$ cat src/rtl/apb_arbiter.sv
// Round-robin arbiter sharing one APB master port among NREQ requesters,
// with an optional PREADY watchdog that aborts transfers to a hung slave.
module apb_arbiter #(
  parameter int NREQ    = 4,
  parameter int AW      = 32,
  parameter int DW      = 32,
  parameter int TIMEOUT = 16
) (
  input  logic             PCLK,
  input  logic             PRESET,
  input  logic [NREQ-1:0]  req_valid,
  input  logic [NREQ-1:0]  req_write,
  input  logic [NREQ*AW-1:0] req_addr,
  input  logic [NREQ*DW-1:0] req_wdata,
  output logic [NREQ-1:0]  req_ready,
  output logic [NREQ-1:0]  rsp_valid,
  output logic [DW-1:0]    rsp_rdata,
  output logic             rsp_err,
  output logic             PSEL,
  output logic             PENABLE,
  output logic             PWRITE,
  output logic [AW-1:0]    PADDR,
  output logic [DW-1:0]    PWDATA,
  input  logic [DW-1:0]    PRDATA,
  input  logic             PREADY,
  input  logic             PSLVERR
);

  localparam int IW = $clog2(NREQ);
  localparam int CW = (TIMEOUT > 0) ? $clog2(TIMEOUT + 1) : 1;
  localparam logic [CW-1:0] LIMIT =
    CW'((TIMEOUT > 0) ? TIMEOUT - 1 : 0);

  localparam logic [1:0] IDLE   = 2'd0;
  localparam logic [1:0] SETUP  = 2'd1;
  localparam logic [1:0] ACCESS = 2'd2;

  logic [1:0]    state;
  logic [IW-1:0] last;
  logic [IW-1:0] gnt;
  logic [IW-1:0] cand;
  logic          any;
  logic [CW-1:0] wait_cnt;
  logic          expired;

  // Walk downward so the candidate nearest last+1 is the one left standing.
  always_comb begin
    any  = 1'b0;
    gnt  = last;
    cand = '0;
    for (int k = NREQ; k >= 1; k--) begin
      cand = IW'((int'(last) + k) % NREQ);
      if (req_valid[cand]) begin
        any = 1'b1;
        gnt = cand;
      end
    end
  end

  assign expired = (TIMEOUT != 0) && (wait_cnt == LIMIT);

  always_ff @(posedge PCLK or posedge PRESET) begin
    if (PRESET) begin
      state     <= IDLE;
      last      <= IW'(NREQ - 1);
      wait_cnt  <= '0;
      req_ready <= '0;
      rsp_valid <= '0;
      rsp_rdata <= '0;
      rsp_err   <= 1'b0;
      PSEL      <= 1'b0;
      PENABLE   <= 1'b0;
      PWRITE    <= 1'b0;
      PADDR     <= '0;
      PWDATA    <= '0;
    end else begin
      req_ready <= '0;
      rsp_valid <= '0;
      case (state)
        IDLE: begin
          if (any) begin
            last      <= gnt;
            PADDR     <= req_addr[int'(gnt)*AW +: AW];
            PWDATA    <= req_wdata[int'(gnt)*DW +: DW];
            PWRITE    <= req_write[gnt];
            PSEL      <= 1'b1;
            PENABLE   <= 1'b0;
            req_ready <= NREQ'(1) << gnt;
            wait_cnt  <= '0;
            state     <= SETUP;
          end
        end
        SETUP: begin
          PENABLE <= 1'b1;
          state   <= ACCESS;
        end
        ACCESS: begin
          if (PREADY) begin
            PSEL      <= 1'b0;
            PENABLE   <= 1'b0;
            rsp_valid <= NREQ'(1) << last;
            rsp_err   <= PSLVERR;
            rsp_rdata <= PWRITE ? '0 : PRDATA;
            state     <= IDLE;
          end else if (expired) begin
            PSEL      <= 1'b0;
            PENABLE   <= 1'b0;
            rsp_valid <= NREQ'(1) << last;
            rsp_err   <= 1'b1;
            rsp_rdata <= '0;
            state     <= IDLE;
          end else begin
            wait_cnt <= wait_cnt + 1'b1;
          end
        end
        default: state <= IDLE;
      endcase
    end
  end

endmodule
$ cat config.mk
export PLATFORM = sky130hd
export DESIGN_NAME = apb_arbiter
export DESIGN_NICKNAME = d
export VERILOG_FILES = /design/src/rtl/apb_arbiter.sv
export SDC_FILE = /design/constraint.sdc
export NUM_CORES = 1
export LEC_CHECK = 0
export CORE_AREA = 2 2 159 161
export CTS_CLUSTER_DIAMETER = 100
export DETAILED_ROUTE_END_ITERATION = 6
export DIE_AREA = 0 0 161 163
export GPL_TIMING_DRIVEN = 0
export MAX_ROUTING_LAYER = met4
export PLACE_DENSITY = 0.57
export RECOVER_POWER = 50
export SLEW_MARGIN = 20
export SYNTH_ARGS = -nofsm -noshare
export SYNTH_HDL_FRONTEND = slang
export SYNTH_SLANG_ARGS = --single-unit
$ cat constraint.sdc
create_clock -name PCLK -period 4.6 [get_ports PCLK]
set_clock_uncertainty 0.2 [all_clocks]
set_input_delay 0.69 -clock PCLK [delete_from_list [all_inputs] [get_ports PCLK]]
set_output_delay 0.69 -clock PCLK [all_outputs]
set_load 0.03 [all_outputs]
==> results of run 1 <==
[worst paths after layout]
kind	to	cells after the start	slack [ps]	startpoint
max	PADDR[2]	9	910	req_valid[1]
min	PWDATA[29]	2	280	PWDATA[29]
max reg2reg	PADDR[17]	12	1150	last[0]
min reg2reg	PWDATA[29]	2	280	PWDATA[29]
max in group asynchronous	last[1]	3	1840	PRESET
min in group asynchronous	PADDR[22]	2	1200	PRESET
[per-layer routing]
layer  wire [um]  share of wire
met2       12900           0.50
met1       10800           0.42
met5           0              0
met3        1700          0.066
met4         427          0.016
[state kept, by name (all words and copies together) (netlist names)]
signal	count
PADDR	32
rsp_rdata	32
PWRITE	1
PENABLE	1
rsp_valid	4
wait_cnt	5
PSEL	1
req_ready	4
PWDATA	32
state	2
last	2
rsp_err	1
[worst max-delay path: cells and delay by family]
family | cells | cell delay (ps)
buffers and inverters | 5 | 2080
AND/OR/NAND/NOR | 3 | 780
AO/OA/AOI/OAI | 1 | 190
[cells in the final DEF, fill, tap and decap left out, drive strengths merged, types with 2 or more instances in the layout]
master	instances
a21oi	4
a221o	3
a22o	33
and2	2
buf	19
bufbuf	5
bufinv	4
clkbuf	41
clkdlybuf4s50	355
clkinv	7
clkinvlp	2
dfrtp	115
dfstp	2
dlygate4sd3	52
ha	6
inv	13
mux2	2
mux2i	131
nand2	76
nand3	3
nor2	15
nor2b	2
o21ai	9
o221ai	64
or3	2
xor2	2
[cells in the mapped netlist (all sizes together)]
library cell and n:
mux2i 131, dfrtp 115, nand2 76, o221ai 64, a22o 33, clkbuf 22, buf 19, nor2 15
inv 12, o21ai 9, ha 6, bufbuf 5, a21oi 4, a221o 3, nand3 3, and2 2
dfstp 2, mux2 2, nor2b 2, or3 2, xor2 2, a22oi 1, and2b 1, and3 1
nand2b 1, nand4 1, nor3 1, nor4 1, o211ai 1, o32ai 1, or2 1, or3b 1
[layout make-up]
type | count | area (um2) | share of cell area
multi-input combinational | 365 | 2880 | 0.252
inverter | 12 | 46.3 | 0.00405
timing repair buffer | 408 | 4100 | 0.358
buffer | 46 | 429 | 0.0375
sequential | 117 | 2930 | 0.256
tap | 330 | 413 | 0.0361
clock buffer | 18 | 439 | 0.0384
clock inverter | 14 | 199 | 0.0174
[cells by family (layout without fill, tap and decap cells)]
family                     Yosys count  in the layout  share of synthesized area
DFF                                117            117                      0.466
AOI/OAI and AO/OA                  116            116                      0.157
muxes                              133            133                      0.213
xor gates and xnor gates             2              2                    0.00279
and+or+nand+nor                    108            108                     0.0738
buffers and inverters               58            498                     0.0756
adders and majority gates            6              6                     0.0119
[report_power, final]
part | switching, mW | internal, mW | leakage [nW]
clock | 0.519 | 0.926 | 0.311
sequential | 0.270 | 1.53 | 1.47
combinational | 3.15 | 2.71 | 3.30
total | 3.94 | 5.17 | 5.08
==> impl_results.md, run 1 <==
* Run status: finished, violations left
* Violated checks: capacitance limit, slew limit
* Hold WS at 282 ps
* Syn_nets at 846
* Setup WS pre-CTS at 781 ps
* CP max stage delay at 640 ps
* Setup crit end kind: flip-flop
* Post-route cell area at 11400 um2
* Antenna-violating nets left at 0
* Post-route DRC at 0
* Overall die width at 161 um
* CTS hold repair buffers at 0
* Worst-margin pin slew at 2460 ps
* Worst Slack Setup Final at 908 ps
* Worst-path clk slew at 50 ps
* # diodes at 0
* Max_slew headroom at -0.646
* Total track usage at 0.200
* Max cap viols at 1
* Post-CTS setup buffer count at 0
* Layout cells sized above 1 at 0.0704
* Placed Instances at 1278
* Initial DRT Pass Iterations at 4
* Fillers at 2375
* Post-synth top area share at 0.458
* Data arrival time of the critical path at 3750 ps
* Routed vias/inst at 4.64
* Maximum operating frequency at 271 MHz
* Period utilization at 0.803
* Placed Area at 10800 um2
* Unrepaired setup endpoints after global routing: no
* IO Pins at 408
* Final core utilization at 0.464
* GR Overflow Total at 0
* HPWL after detailed placement at 20.1 mm
* Die area at 26200 um2
* Synth cell types at 46
* Post-synthesis cell count at 540
* Post-cts gate resize count at 0
* CTS sink count at 117
* Tmin final at 3690 ps
* Yosys warnings at 0
* Fin Setup TNS at 0 ps
* Cell accounting for the most synthesized area: dfrtp_1
* Mean Syn Cell Area at 11.6 um2
* Vias in the first global route at 6290
* H-tree levels at 4
* Worst hold path class: reg2reg
* CTS tree: built
* Clock Tree Root: clkbuf_16
* Required time worst endpoint at 4660 ps
* Lkg Pwr at 5.08 nW
* Antenna violations before repair at 0
* Worst path slowest cell: dlygate4sd3_1
* Setup-failing EPs final at 0
* Pin count of the biggest net entering global routing at 70
* Global routing's busiest layer: met2
* Sequential area share after synthesis at 0.466
* Drt wl/cell at 19.8 um
* P&R area growth vs syn at 81.9%
* First-pass GRT wire length at 38.3 mm
* Die height at 163 um
* Worst-path cell chain: dlygate4sd3_1 > nor4_1 > or3_1 > clkbuf_1 > inv_2 > nand2_1 > buf_2 > clkbuf_1 > o221ai_1
* Met3 usage at 0.0484
* Clock Latency Late Sink at 410 ps
* Synth Cell Area at 6290 um2
* Post-Route WL at 25.9 mm
* Peak VDD IR at 283 uV
* PD cells at 796 nW/um2
* DRT iter0 DRCs at 222
* Fin. max-slew vios at 49
* Grt met1 use at 0.239
* Layout Cells excl Fill at 1310
* Top cells by area, synth: dfrtp_1, mux2i_1, o221ai_1, nand2_1, a22o_1
* I/O Buffers at 407
* FP Rows at 58
* Met2 Usage GRT at 0.336
* Clk buf depth at 2
* Crit path max fanout at 10
* Startpoint types: input pin
* DR vias at 6073
* Overall Power at 9.11 mW
* Core box area at 24700 um2
* GP Congestion at 0.800
* Initial Util at 0.255
* CTS Buf Count at 17
* Nets at 1273
* Final Hold Viols at 0
* CP dominant cell by count: clkbuf_1
* CP Class: in2reg
* #FFs+latches synth at 117
Note: power is estimated with default switching activity, not from simulation.
==> run 2, diff against run 1 <==
Clock period 4.6 ns to 3.6 ns, I/O delays scaled along.
==> impl_results.md, run 2 (synthesized netlist as in run 1, its figures left out) <==
* Run status: finished, violations left
* Violated checks: capacitance limit, slew limit
* Max_slew headroom at -0.0582
* Drt wl/cell at 19.7 um
* WP buf/inv at 6
* Maximum operating frequency at 295 MHz
* Most frequent cells in the layout: clkdlybuf4s50_1, mux2i_1, dfrtp_1
* # diodes at 0
* Sw Ratio at 0.434
* Sequential share of power at 0.195
* P&R area growth vs syn at 82.6%
* Initial Util at 0.255
* Die height at 163 um
* DR vias at 6075
* Worst path slowest cell: dfstp_2
* Overall Power at 11.7 mW
* DRT iter0 DRCs at 246
* Routed vias/inst at 4.62
* Data arrival time of the critical path at 3450 ps
* Total track usage at 0.197
* CP Class: reg2reg
* Fin Setup TNS at 0 ps
* Period utilization at 0.940
* H-tree levels at 4
* Antenna violations before repair at 0
* FP Rows at 58
* Max cap viols at 1
* Clock Latency Late Sink at 410 ps
* Worst-margin pin slew at 1590 ps
* CP max stage delay at 540 ps
* P_sw at 5.08 mW
* Gate power share at 0.649
* Startpoint types: flip-flop
* CP dominant cell by count: buf_12
* CTS hold repair buffers at 0
* Worst R2R Start: last[0]
* Fin. max-slew vios at 27
* Setup-failing EPs final at 0
* Antenna-violating nets left at 0
* Worst-path clk slew at 60 ps
* Die area at 26200 um2
* GP Congestion at 0.792
* Setup crit end kind: flip-flop
* Leading registers by flop count: PADDR: 32 flops, PWDATA: 32 flops, rsp_rdata: 32 flops
* Worst-path cell chain: buf_2 > inv_1 > ha_1 > buf_6 > and2_4 > or3_4 > a22oi_4 > nor2_4 > buf_12 > buf_12 > buf_12 > mux2i_1 > o221ai_1
* Peak VDD IR at 428 uV
* HPWL after detailed placement at 20.3 mm
* Post-Route WL at 25.9 mm
* Pint at 6.64 mW
* IO Pins at 408
* Crit path max fanout at 10
* Pin count of the biggest net entering global routing at 31
* First-pass GRT wire length at 37.7 mm
* Clock share of power at 0.156
* CP top delay family: buffers and inverters
* Vias in the first global route at 6271
* Unrepaired setup endpoints after global routing: no
* Nets at 1277
* Commonest non-fill, non-tap cell in the layout: clkdlybuf4s50_1
* Tmin final at 3380 ps
* CTS sink count at 117
* GR Overflow Total at 0
* Lkg Pwr at 5.10 nW
* CTS tree: built
* Clk buf depth at 2
* Core box area at 24700 um2
* Required time worst endpoint at 3670 ps
* PD cells at 1020 nW/um2
* Post-route DRC at 0
* Initial DRT Pass Iterations at 4
* Worst hold path class: reg2reg
* Min-delay src: PWDATA[31]
* Overall die width at 161 um
* CTS Buf Count at 17
* Clock Tree Root: clkbuf_16
* I/O Buffers at 407
* Critical path origin: last[0]
* Final core utilization at 0.465
* Final Hold Viols at 0
* Layout cells sized above 1 at 0.0752
-- run 2: changes by cell type in the layout (fill, tap and decap cells not counted), moves of 2 or more --
cell	delta
buf_12	+3
clkbuf_2	+2
clkbuf_8	+2
clkinv_2	-2
-- run 2: area by class of cell --
| cell class | count | area, um2 |
|---|---|---|
| tap | 330 | 413 |
| fill | 2382 | 13200 |
| timing repair buffer | 412 | 4140 |
| buffer | 46 | 433 |
| inverter | 12 | 46.3 |
| multi-input combinational | 365 | 2890 |
| clock inverter | 12 | 166 |
| sequential | 117 | 2930 |
| clock buffer | 20 | 467 |
-- run 2: worst paths after layout --
check	slack, ps	cells after the start	endpoint
setup / recovery	220	13	PWDATA[28]
hold / removal	270	2	PWDATA[31]
setup reg to reg	220	13	PWDATA[28]
hold reg to reg	270	2	PWDATA[31]
max in group asynchronous	740	3	PWDATA[19]
min in group asynchronous	530	2	PWDATA[6]
-- run 2: worst reg2reg max path, delay by kind of cell, from the launching register on --
family,cells,cell delay (ps)
buffers and inverters,6,960
adder cells (fa/ha/maj),1,320
AND/OR/NAND/NOR,3,580
multiplexers,1,270
AO/OA/AOI/OAI,2,380
flip-flops,1,540
-- run 2: what timing repair did --
item                       4_1_cts  5_1_grt
pin swaps                        0        1
resized for setup                1        4
cloned                           0        0
setup endpoints to repair        1       19
setup buffers                    0        1
-- run 2: metrics by stage --
step,cell area (um2),instances,hold WS [ps],worst slack [ps]
finish,11500,1314,273,216
global route,11500,1314,295,6.94
CTS,11500,1313,286,68.6
detailed placement,10900,1281,272,-68.2
global placement,10800,1277,259,-23.8
floorplan,6290,540,269,667
-- run 2: per-layer routing --
metal / global-route usage / share of wire / up-vias
met5: - / 0 / -
met4: 0.0511 / 0.0099 / 0
met3: 0.0458 / 0.061 / 15
met2: 0.337 / 0.50 / 254
met1: 0.235 / 0.43 / 2909
li1: - / - / 2897
-- run 2: power groups by stage --
stage          combinational [mW]  clock (mW)  sequential (mW)
6_report                     7.61        1.83             2.28
5_1_grt                      8.13        1.93             2.37
4_1_cts                      7.77        1.88             2.30
3_5_place_dp                 7.75           0             2.31
3_3_place_gp                 7.71           0             2.31
2_1_floorplan                3.96           0             3.37
==> run 3, diff against run 2 <==
Settings changed: CTS_CLUSTER_DIAMETER 100 to not set.
==> results of run 3 <==
Same layout as run 2: the final DEF is identical, and so are final timing and power.
